==> config.mk <==
export PLATFORM = sky130hd
export DESIGN_NAME = alu_share_arbiter
export DESIGN_NICKNAME = d
export VERILOG_FILES = /design/src/rtl/alu_share_arbiter.sv
export SDC_FILE = /design/constraint.sdc
export NUM_CORES = 1
export LEC_CHECK = 0
export ABC_AREA = 1
export ABC_CLOCK_PERIOD_IN_PS = 1650
export BUFFER_PORTS_ARGS = -buffer_cell sky130_fd_sc_hd__clkbuf_2
export CAP_MARGIN = 40
export CORE_AREA = 5 5 161 163
export DETAILED_ROUTE_END_ITERATION = 10
export DIE_AREA = 0 0 166 168
export GPL_ROUTABILITY_DRIVEN = 0
export GPL_TIMING_DRIVEN = 0
export MAX_ROUTING_LAYER = met4
export PLACE_DENSITY_LB_ADDON = 0.1
export SLEW_MARGIN = 20
export SYNTH_ARGS = -nofsm -noshare
export SYNTH_HDL_FRONTEND = slang
export SYNTH_SLANG_ARGS = --single-unit
==> constraint.sdc <==
create_clock -name clk_i -period 1.65 [get_ports clk_i]
set_input_delay 0.2475 -clock clk_i [delete_from_list [all_inputs] [get_ports clk_i]]
set_output_delay 0.2475 -clock clk_i [all_outputs]
set_load 0.05 [all_outputs]
==> src/rtl/alu_share_arbiter.sv <==
// rtl/alu_share_arbiter.sv - round-robin arbiter sharing one single-slot ALU between NR_REQ requesters
// Optional per-requester grant counters are built only when ALU_ARB_GRANT_CNT_EN is defined.
module alu_share_arbiter #(
  parameter int NR_REQ = 2,
  parameter int CNT_W  = 16,
  parameter int XLEN   = 32,
  parameter int OP_W   = 8,
  localparam int DATA_W = OP_W + 3 * XLEN
) (
  input  logic                     clk_i,
  input  logic                     rst_i,
  input  logic                     flush_i,
  input  logic [NR_REQ-1:0]        req_valid_i,
  output logic [NR_REQ-1:0]        req_ready_o,
  input  logic [NR_REQ*DATA_W-1:0] req_data_i,
  output logic [DATA_W-1:0]        alu_data_o,
  input  logic [XLEN-1:0]          alu_result_i,
  input  logic                     alu_branch_res_i,
  output logic [NR_REQ-1:0]        rsp_valid_o,
  input  logic [NR_REQ-1:0]        rsp_ready_i,
  output logic [XLEN-1:0]          rsp_result_o,
  output logic                     rsp_branch_o,
  output logic [NR_REQ*CNT_W-1:0]  grant_cnt_o
);

  localparam int IDX_W  = (NR_REQ > 2) ? 2 : 1;
  localparam int IDXP_W = IDX_W + 1;

  localparam logic [0:0] S_EMPTY = 1'b0;
  localparam logic [0:0] S_BUSY  = 1'b1;

  // Operation layout: {operation, operand_a, operand_b, imm}; an all-zero word is ADD 0+0.
  localparam logic [OP_W-1:0]   OP_ADD  = '0;
  localparam logic [DATA_W-1:0] OP_IDLE = {OP_ADD, {(3 * XLEN){1'b0}}};

  logic [0:0]        state_q, state_d;
  logic [IDX_W-1:0]  owner_q, owner_d;
  logic [IDX_W-1:0]  ptr_q, ptr_d;
  logic [DATA_W-1:0] op_q, op_d;

  logic [NR_REQ-1:0] owner_oh;
  logic [NR_REQ-1:0] grant_oh;
  logic              drain;
  logic              slot_free;
  logic              win_found;
  logic [IDX_W-1:0]  win_idx;
  logic [IDXP_W-1:0] cand;
  logic [DATA_W-1:0] win_data;
  logic              grant;

  always_comb begin
    owner_oh = '0;
    for (int i = 0; i < NR_REQ; i++) begin
      if (owner_q == IDX_W'(i)) owner_oh[i] = 1'b1;
    end
  end

  // Non-owner rsp_ready bits are masked off by the owner one-hot.
  assign drain     = (state_q == S_BUSY) && |(owner_oh & rsp_ready_i);
  assign slot_free = (state_q == S_EMPTY) || drain;

  always_comb begin
    win_found = 1'b0;
    win_idx   = '0;
    cand      = '0;
    for (int k = 0; k < NR_REQ; k++) begin
      cand = {1'b0, ptr_q} + IDXP_W'(k);
      if (cand >= IDXP_W'(NR_REQ)) cand = cand - IDXP_W'(NR_REQ);
      if (!win_found && req_valid_i[cand[IDX_W-1:0]]) begin
        win_found = 1'b1;
        win_idx   = cand[IDX_W-1:0];
      end
    end
  end

  always_comb begin
    win_data = '0;
    for (int i = 0; i < NR_REQ; i++) begin
      if (win_idx == IDX_W'(i)) win_data = req_data_i[i*DATA_W +: DATA_W];
    end
  end

  assign grant = win_found && slot_free && !flush_i && !rst_i;

  always_comb begin
    grant_oh = '0;
    for (int i = 0; i < NR_REQ; i++) begin
      if (grant && (win_idx == IDX_W'(i))) grant_oh[i] = 1'b1;
    end
  end

  assign req_ready_o  = grant_oh;
  assign rsp_valid_o  = ((state_q == S_BUSY) && !rst_i) ? owner_oh : '0;
  assign rsp_result_o = alu_result_i;
  assign rsp_branch_o = alu_branch_res_i;
  assign alu_data_o   = op_q;

  always_comb begin
    state_d = state_q;
    owner_d = owner_q;
    ptr_d   = ptr_q;
    op_d    = op_q;
    if (flush_i) begin
      state_d = S_EMPTY;
      op_d    = OP_IDLE;
    end else if (grant) begin
      state_d = S_BUSY;
      owner_d = win_idx;
      op_d    = win_data;
      ptr_d   = (win_idx == IDX_W'(NR_REQ - 1)) ? '0 : win_idx + IDX_W'(1);
    end else if (drain) begin
      state_d = S_EMPTY;
      op_d    = OP_IDLE;
    end
  end

  always_ff @(posedge clk_i) begin
    if (rst_i) begin
      state_q <= S_EMPTY;
      owner_q <= '0;
      ptr_q   <= '0;
      op_q    <= OP_IDLE;
    end else begin
      state_q <= state_d;
      owner_q <= owner_d;
      ptr_q   <= ptr_d;
      op_q    <= op_d;
    end
  end

`ifdef ALU_ARB_GRANT_CNT_EN
  for (genvar g = 0; g < NR_REQ; g++) begin : g_cnt
    logic [CNT_W-1:0] cnt_q, cnt_d;

    // Saturate rather than wrap so a long-running requester never reads as starved.
    always_comb begin
      cnt_d = cnt_q;
      if (grant_oh[g] && (cnt_q != '1)) cnt_d = cnt_q + CNT_W'(1);
    end

    always_ff @(posedge clk_i) begin
      if (rst_i) cnt_q <= '0;
      else       cnt_q <= cnt_d;
    end

    assign grant_cnt_o[g*CNT_W +: CNT_W] = cnt_q;
  end
`else
  assign grant_cnt_o = '0;
`endif

  a_ready_onehot: assert property (@(posedge clk_i) $onehot0(req_ready_o));
  a_rsp_onehot:   assert property (@(posedge clk_i) $onehot0(rsp_valid_o));

endmodule

==> metrics, run 1 <==
Total Routing Usage GR=17.2%; floorplan core area=24200 um2; iteration-0 DRC count of the detailed router=192; num ports=421; DR pass1 iterations=4; Critical Path RT=1.40 ns; class of the tightest hold or removal check=primary input to flop; number of diodes=0; synth unique cells=17; Seq cells post-synth=107; global route total overflow=0; Design Area, Final=8630 um2; Peak Freq=0.587 GHz; number of input and output port buffers inserted=354; Critical Path AT=1.46 ns; maximum fanout count along the critical path=4; ratio of final minimum period to clock period=103%; cell count after synthesis=896; clk_skew=0.00928 ns; capturing element type of the critical path=output port; count leader, synth=sky130_fd_sc_hd__nand2_1; Slew @ Worst Pin=0.539 ns; Die ar.=27900 um2; clock sinks=107; TritonCTS clock tree=yes; residual antenna-violating net count after detailed routing=0; total power divided by cell area=800 nW/um2; final total power=6.90 mW; synthesized area=5740 um2; Detailed Place HPWL=19200 um; Post-DP Area=8050 um2; Final #Nets=1549; pins over their slew limit=0; Hold Violations, Final=0; commonest cells in the netlist=sky130_fd_sc_hd__nand2_1, sky130_fd_sc_hd__dfxtp_1, sky130_fd_sc_hd__a21oi_1, sky130_fd_sc_hd__nand3_1, sky130_fd_sc_hd__buf_4; number of synthesized flops with an enable pin=0; most common flop cell mapped by yosys=sky130_fd_sc_hd__dfxtp_1; clock period minus worst slack=1.70 ns; Clock Pin Slew Worst Setup and Hold Paths=0.08 ns; setup ws final=-0.0530 ns; number of instances in the placed design=1605; final setup violation count=2; share of synthesized area occupied by flip-flops and latches=37.3%; total via count in the routed design=6807; peak ir drop on the vdd network=0.000306 V; insertion delay to the later sink of the worst-skew pair=0.35 ns; die width=166 um; violated checks=negative setup slack; startpoint type of the worst setup path=flop; final routed DRC violation total=0; Post-Route WL=24300 um; proportion of layout cells with a drive suffix above 1=38.7%; Synth area leaders=sky130_fd_sc_hd__dfxtp_1, sky130_fd_sc_hd__nand2_1, sky130_fd_sc_hd__buf_4; Post-Route Hold Slack=0.211 ns; max-capacitance violation count=0; number of antenna violations at the first check in global routing=0; path type of the worst setup path=flop to output port; root buffer selected by CTS=sky130_fd_sc_hd__clkbuf_16; number of H-tree levels=3; static leakage=4.50 nW; maximum number of pins on one net before global-route repair=19; row cnt=57; hold buffer count at CTS=0; final total negative setup slack=-0.105 ns; total of fill cells in the finished design=2773; number of clock buffers inserted by TritonCTS=9; maximum count of clock buffers along a single path=2; outcome=finished, violations left; die boundary height=168 um; first-pass GRT wire length=37500 um; synthesis-to-finish area growth=50.4%; effective utilization at floorplan=23.7%; via count of the first global-routing pass=6821; count of warnings emitted by yosys=0; count of non-filler cells in the finished layout=1630; relative max-transition margin=64.1%; setup repair after global routing missed its margin=yes; mean routed wirelength per cell=14.9 um; synthesized area divided by synthesized cell count=6.40 um2; cell type contributing the most total cell area after synthesis=sky130_fd_sc_hd__dfxtp_1; post-DR vias/cell=4.18; top-area cell type share of the netlist area=37.3%; proportion of register bits with asynchronous set or reset after synthesis=0%
critical path: stages (launching register included):
cell and delay (ns):
sky130_fd_sc_hd__dfxtp_2 0.34, sky130_fd_sc_hd__inv_2 0.04, sky130_fd_sc_hd__nand2_4 0.10, sky130_fd_sc_hd__nand2_8 0.07
sky130_fd_sc_hd__clkbuf_16 0.16, sky130_fd_sc_hd__nor3_4 0.22, sky130_fd_sc_hd__buf_8 0.18
final timing paths:
kind,from,to,slack [ns],cells past startpoint
worst min-delay path,req_data_i[2],alu_data_o[2]$_SDFFE_PP0P_,0.21,5
worst min register to register,alu_data_o[35]$_SDFFE_PP0P_,alu_data_o[35]$_SDFFE_PP0P_,0.46,2
worst max register to register,ptr_q$_SDFFE_PP0P_,alu_data_o[26]$_SDFFE_PP0P_,0.13,9
worst max-delay path,ptr_q$_SDFFE_PP0P_,req_ready_o[1],-0.05,6
power by group:
group / switching (mW) / internal, mW / leakage (nW)
registers: 0.0300 / 2.63 / 0.867
clock network: 1.06 / 1.35 / 0.158
logic: 1.20 / 0.635 / 3.48
stage by stage:
stage / setup WS (ns) / utilization [%]
2_1_floorplan: 0.103 / -
3_3_place_gp: -0.570 / 33.3
3_5_place_dp: -0.589 / 33.3
4_1_cts: -0.141 / 35.3
5_1_grt: -0.138 / 35.7
6_report: -0.0530 / 35.7
layer usage:
layer / track usage, % / wire length (um) / vias up / part of all wire (%)
met4: 3.62 / 250 / 0 / 1.0
li1: - / - / 3572 / -
met1: 21.2 / 10600 / 2970 / 43
met2: 29.2 / 12000 / 251 / 49
met3: 3.82 / 1520 / 14 / 6.3
met5: - / 0 / - / 0
sequential cells by signal, summed over array words and instances (netlist names):
register,cells
alu_data_o,104
owner_q,1
ptr_q,1
state_q,1
logic make-up (layout without fill, tap and decap cells):
group / after synthesis / in the layout / synth area share (%)
compound gates: 107 / 107 / 9.34
buf+inv: 141 / 520 / 15.3
flops: 107 / 107 / 37.3
other cells: 1 / 32 / 0.0654
simple gates: 540 / 540 / 38.0
layout make-up:
class	count	area (um2)	area share [%]
Sequential cell	107	2150	24.9
Clock buffer	10	229	2.65
Inverter	9	40.0	0.464
Tap cell	324	405	4.70
Timing Repair Buffer	365	1890	21.9
Buffer	130	902	10.5
Multi-Input combinational cell	679	2920	33.9
Clock inverter	6	95.1	1.10
cell usage in the layout, fill, tap and decap left out:
| cell type | Yosys | layout |
|---|---|---|
| sky130_fd_sc_hd__nor3_4 | 0 | 1 |
| sky130_fd_sc_hd__nor2_2 | 0 | 1 |
| sky130_fd_sc_hd__inv_1 | 7 | 5 |
| sky130_fd_sc_hd__nor2_4 | 1 | 3 |
| sky130_fd_sc_hd__buf_6 | 7 | 7 |
| sky130_fd_sc_hd__inv_6 | 0 | 2 |
| sky130_fd_sc_hd__dfxtp_1 | 107 | 105 |
| sky130_fd_sc_hd__clkinvlp_4 | 0 | 1 |
| sky130_fd_sc_hd__clkbuf_4 | 0 | 9 |
| sky130_fd_sc_hd__buf_4 | 71 | 82 |
| sky130_fd_sc_hd__inv_2 | 1 | 2 |
| sky130_fd_sc_hd__clkinv_4 | 0 | 2 |
| sky130_fd_sc_hd__conb_1 | 1 | 32 |
| sky130_fd_sc_hd__nor2_1 | 5 | 2 |
| sky130_fd_sc_hd__buf_2 | 23 | 13 |
| sky130_fd_sc_hd__bufinv_16 | 0 | 2 |
| sky130_fd_sc_hd__nand2_2 | 3 | 1 |
| sky130_fd_sc_hd__clkbuf_1 | 31 | 25 |
| sky130_fd_sc_hd__nand2_8 | 0 | 1 |
| sky130_fd_sc_hd__dfxtp_2 | 0 | 1 |
| sky130_fd_sc_hd__clkbuf_16 | 0 | 11 |
| sky130_fd_sc_hd__o21ai_0 | 2 | 2 |
| sky130_fd_sc_hd__clkbuf_2 | 0 | 355 |
| sky130_fd_sc_hd__nand2_4 | 0 | 5 |
| sky130_fd_sc_hd__inv_4 | 0 | 1 |
| sky130_fd_sc_hd__dfxtp_4 | 0 | 1 |
| sky130_fd_sc_hd__a21oi_1 | 105 | 105 |
| sky130_fd_sc_hd__buf_8 | 0 | 3 |
| sky130_fd_sc_hd__nand3_1 | 105 | 105 |
| sky130_fd_sc_hd__nand2_1 | 423 | 419 |
| sky130_fd_sc_hd__nor3_2 | 0 | 2 |
what timing repair did:
| item | 4_1_cts | 5_1_grt |
|---|---|---|
| endpoints found under the setup margin | 94 | 67 |
| pin swaps | 6 | 8 |
| gates cloned | 0 | 0 |
| resized for setup | 24 | 37 |
| setup buffers | 8 | 3 |
Note: power is estimated with default switching activity, not from simulation.
==> inputs of run 2 (changes only) <==
Settings changed: CELL_PAD_IN_SITES_DETAIL_PLACEMENT set to 1, CELL_PAD_IN_SITES_GLOBAL_PLACEMENT set to 1, CORE_AREA 5 5 161 163 to 5 5 159 161, DIE_AREA 0 0 166 168 to 0 0 164 166, SLEW_MARGIN 20 to 30.
==> run 2 against run 1 <==
The run now ends clean. Wire length grew 3.1%. Fmax increased by 3.2%. Highest routed layer unchanged. Critical path type unchanged. Global-route usage rose by 1.1 points. Cell area down 0.99%.
==> metrics, run 2 (synthesized netlist as in run 1, its figures left out) <==
number of antenna violations at the first check in global routing=1; Die ar.=27200 um2; clock period minus worst slack=1.65 ns; Detailed Place HPWL=20200 um; final routed DRC violation total=0; final total negative setup slack=0 ns; number of H-tree levels=3; Critical Path AT=1.40 ns; path type of the worst setup path=flop to output port; relative max-transition margin=58.8%; outcome=completed; total of fill cells in the finished design=3238; capturing element type of the critical path=output port; residual antenna-violating net count after detailed routing=0; floorplan core area=23800 um2; Post-DP Area=8050 um2; startpoint type of the worst setup path=flop; row cnt=57; maximum number of pins on one net before global-route repair=18; setup repair after global routing missed its margin=yes; Final #Nets=1549; most common cell after layout, fill and taps aside=sky130_fd_sc_hd__nand2_1; number of clock buffers inserted by TritonCTS=9; maximum count of clock buffers along a single path=2; maximum fanout count along the critical path=4; total via count in the routed design=6880; Hold Path Stages=5; TritonCTS clock tree=yes; number of input and output port buffers inserted=354; max FFs per register=104; iteration-0 DRC count of the detailed router=217; peak ir drop on the vdd network=0.000364 V; class of the tightest hold or removal check=primary input to flop; root buffer selected by CTS=sky130_fd_sc_hd__clkbuf_16; static leakage=4.46 nW; pins over their slew limit=0; proportion of layout cells with a drive suffix above 1=38.5%; Clock Pin Slew Worst Setup and Hold Paths=0.07 ns; global route total overflow=0; die boundary height=166 um; clk_skew=0.00970 ns; Design Area, Final=8540 um2; Peak Freq=0.606 GHz; ratio of final minimum period to clock period=100%; via count of the first global-routing pass=7034; num ports=421; first-pass GRT wire length=38400 um; die width=164 um; max-capacitance violation count=0; Hold Violations, Final=0; Slew @ Worst Pin=0.617 ns; post-DR vias/cell=4.22; synthesis-to-finish area growth=48.9%; insertion delay to the later sink of the worst-skew pair=0.35 ns; total power divided by cell area=773 nW/um2; effective utilization at floorplan=24.1%; Critical Path RT=1.40 ns; commonest cells after routing, fill and taps aside=sky130_fd_sc_hd__nand2_1, sky130_fd_sc_hd__clkbuf_2, sky130_fd_sc_hd__nand3_1, sky130_fd_sc_hd__a21oi_1, sky130_fd_sc_hd__dfxtp_1; hold buffer count at CTS=0; final setup violation count=0; clock sinks=107; Total Routing Usage GR=18.3%; worst reg2reg path depth=9; mean routed wirelength per cell=15.4 um; Post-Route WL=25100 um; DR pass1 iterations=6
==> run 2: stage by stage <==
| step | setup WS [ns] | power, mW | std cells | util [%] | hold WS [ns] |
|---|---|---|---|---|---|
| 3_3_place_gp | -0.533 | 4.51 | 1605 | 33.8 | 0.450 |
| 2_1_floorplan | 0.103 | 3.93 | 927 | - | 0.412 |
| 4_1_cts | -0.101 | 6.70 | 1628 | 35.6 | 0.196 |
| 6_report | 0.000501 | 6.60 | 1630 | 35.9 | 0.208 |
| 3_5_place_dp | -0.558 | 4.51 | 1605 | 33.8 | 0.455 |
| 5_1_grt | -0.0742 | 6.97 | 1630 | 35.9 | 0.207 |
==> run 2: final cells by class <==
| type | instances | area (um2) | area share, % |
|---|---|---|---|
| antenna | 1 | 2.50 | 0.0293 |
| buffer | 131 | 898 | 10.5 |
| clock buffer | 10 | 239 | 2.80 |
| clock inverter | 5 | 37.5 | 0.439 |
| inverter | 9 | 33.8 | 0.396 |
| multi-input combinational | 679 | 2910 | 34.0 |
| sequential | 107 | 2150 | 25.1 |
| tap | 324 | 405 | 4.75 |
| timing repair buffer | 364 | 1870 | 21.9 |
==> run 2: power by group <==
group | switching [mW] | internal (mW)
Combinational | 1.20 | 0.627
Sequential | 0.0308 | 2.63
Clock | 1.04 | 1.06
Total | 2.27 | 4.33
==> run 2: timing repair <==
action                     4_1_cts  5_1_grt
gates resized for setup         23       36
setup endpoints to repair       88       66
setup buffers                    8        2
pin swaps                        4        3
==> run 2: per-layer routing <==
metal  vias up  routed length, um  global-route usage, %
li1       3559                  -                      -
met1      3066              10300                   21.4
met2       236              12200                   30.3
met3        19               2260                   6.43
met4         0                335                   4.05
met5         -                  0                      -
==> run 2: path summary, 6_finish.rpt <==
kind | slack [ns] | from | endpoint
worst max-delay path | 0.0005 | ptr_q$_SDFFE_PP0P_ | req_ready_o[1]
worst min-delay path | 0.21 | req_data_i[54] | alu_data_o[54]$_SDFFE_PP0P_
worst max register to register | 0.13 | ptr_q$_SDFFE_PP0P_ | alu_data_o[49]$_SDFFE_PP0P_
worst min register to register | 0.46 | alu_data_o[37]$_SDFFE_PP0P_ | alu_data_o[37]$_SDFFE_PP0P_
==> run 2: critical path, stage by stage (launching register included) <==
cell and delay [ns]:
sky130_fd_sc_hd__dfxtp_2 0.34, sky130_fd_sc_hd__inv_2 0.04, sky130_fd_sc_hd__nand2_4 0.10, sky130_fd_sc_hd__nand2_8 0.06, sky130_fd_sc_hd__clkbuf_16 0.15, sky130_fd_sc_hd__nor3_4 0.17, sky130_fd_sc_hd__buf_8 0.18
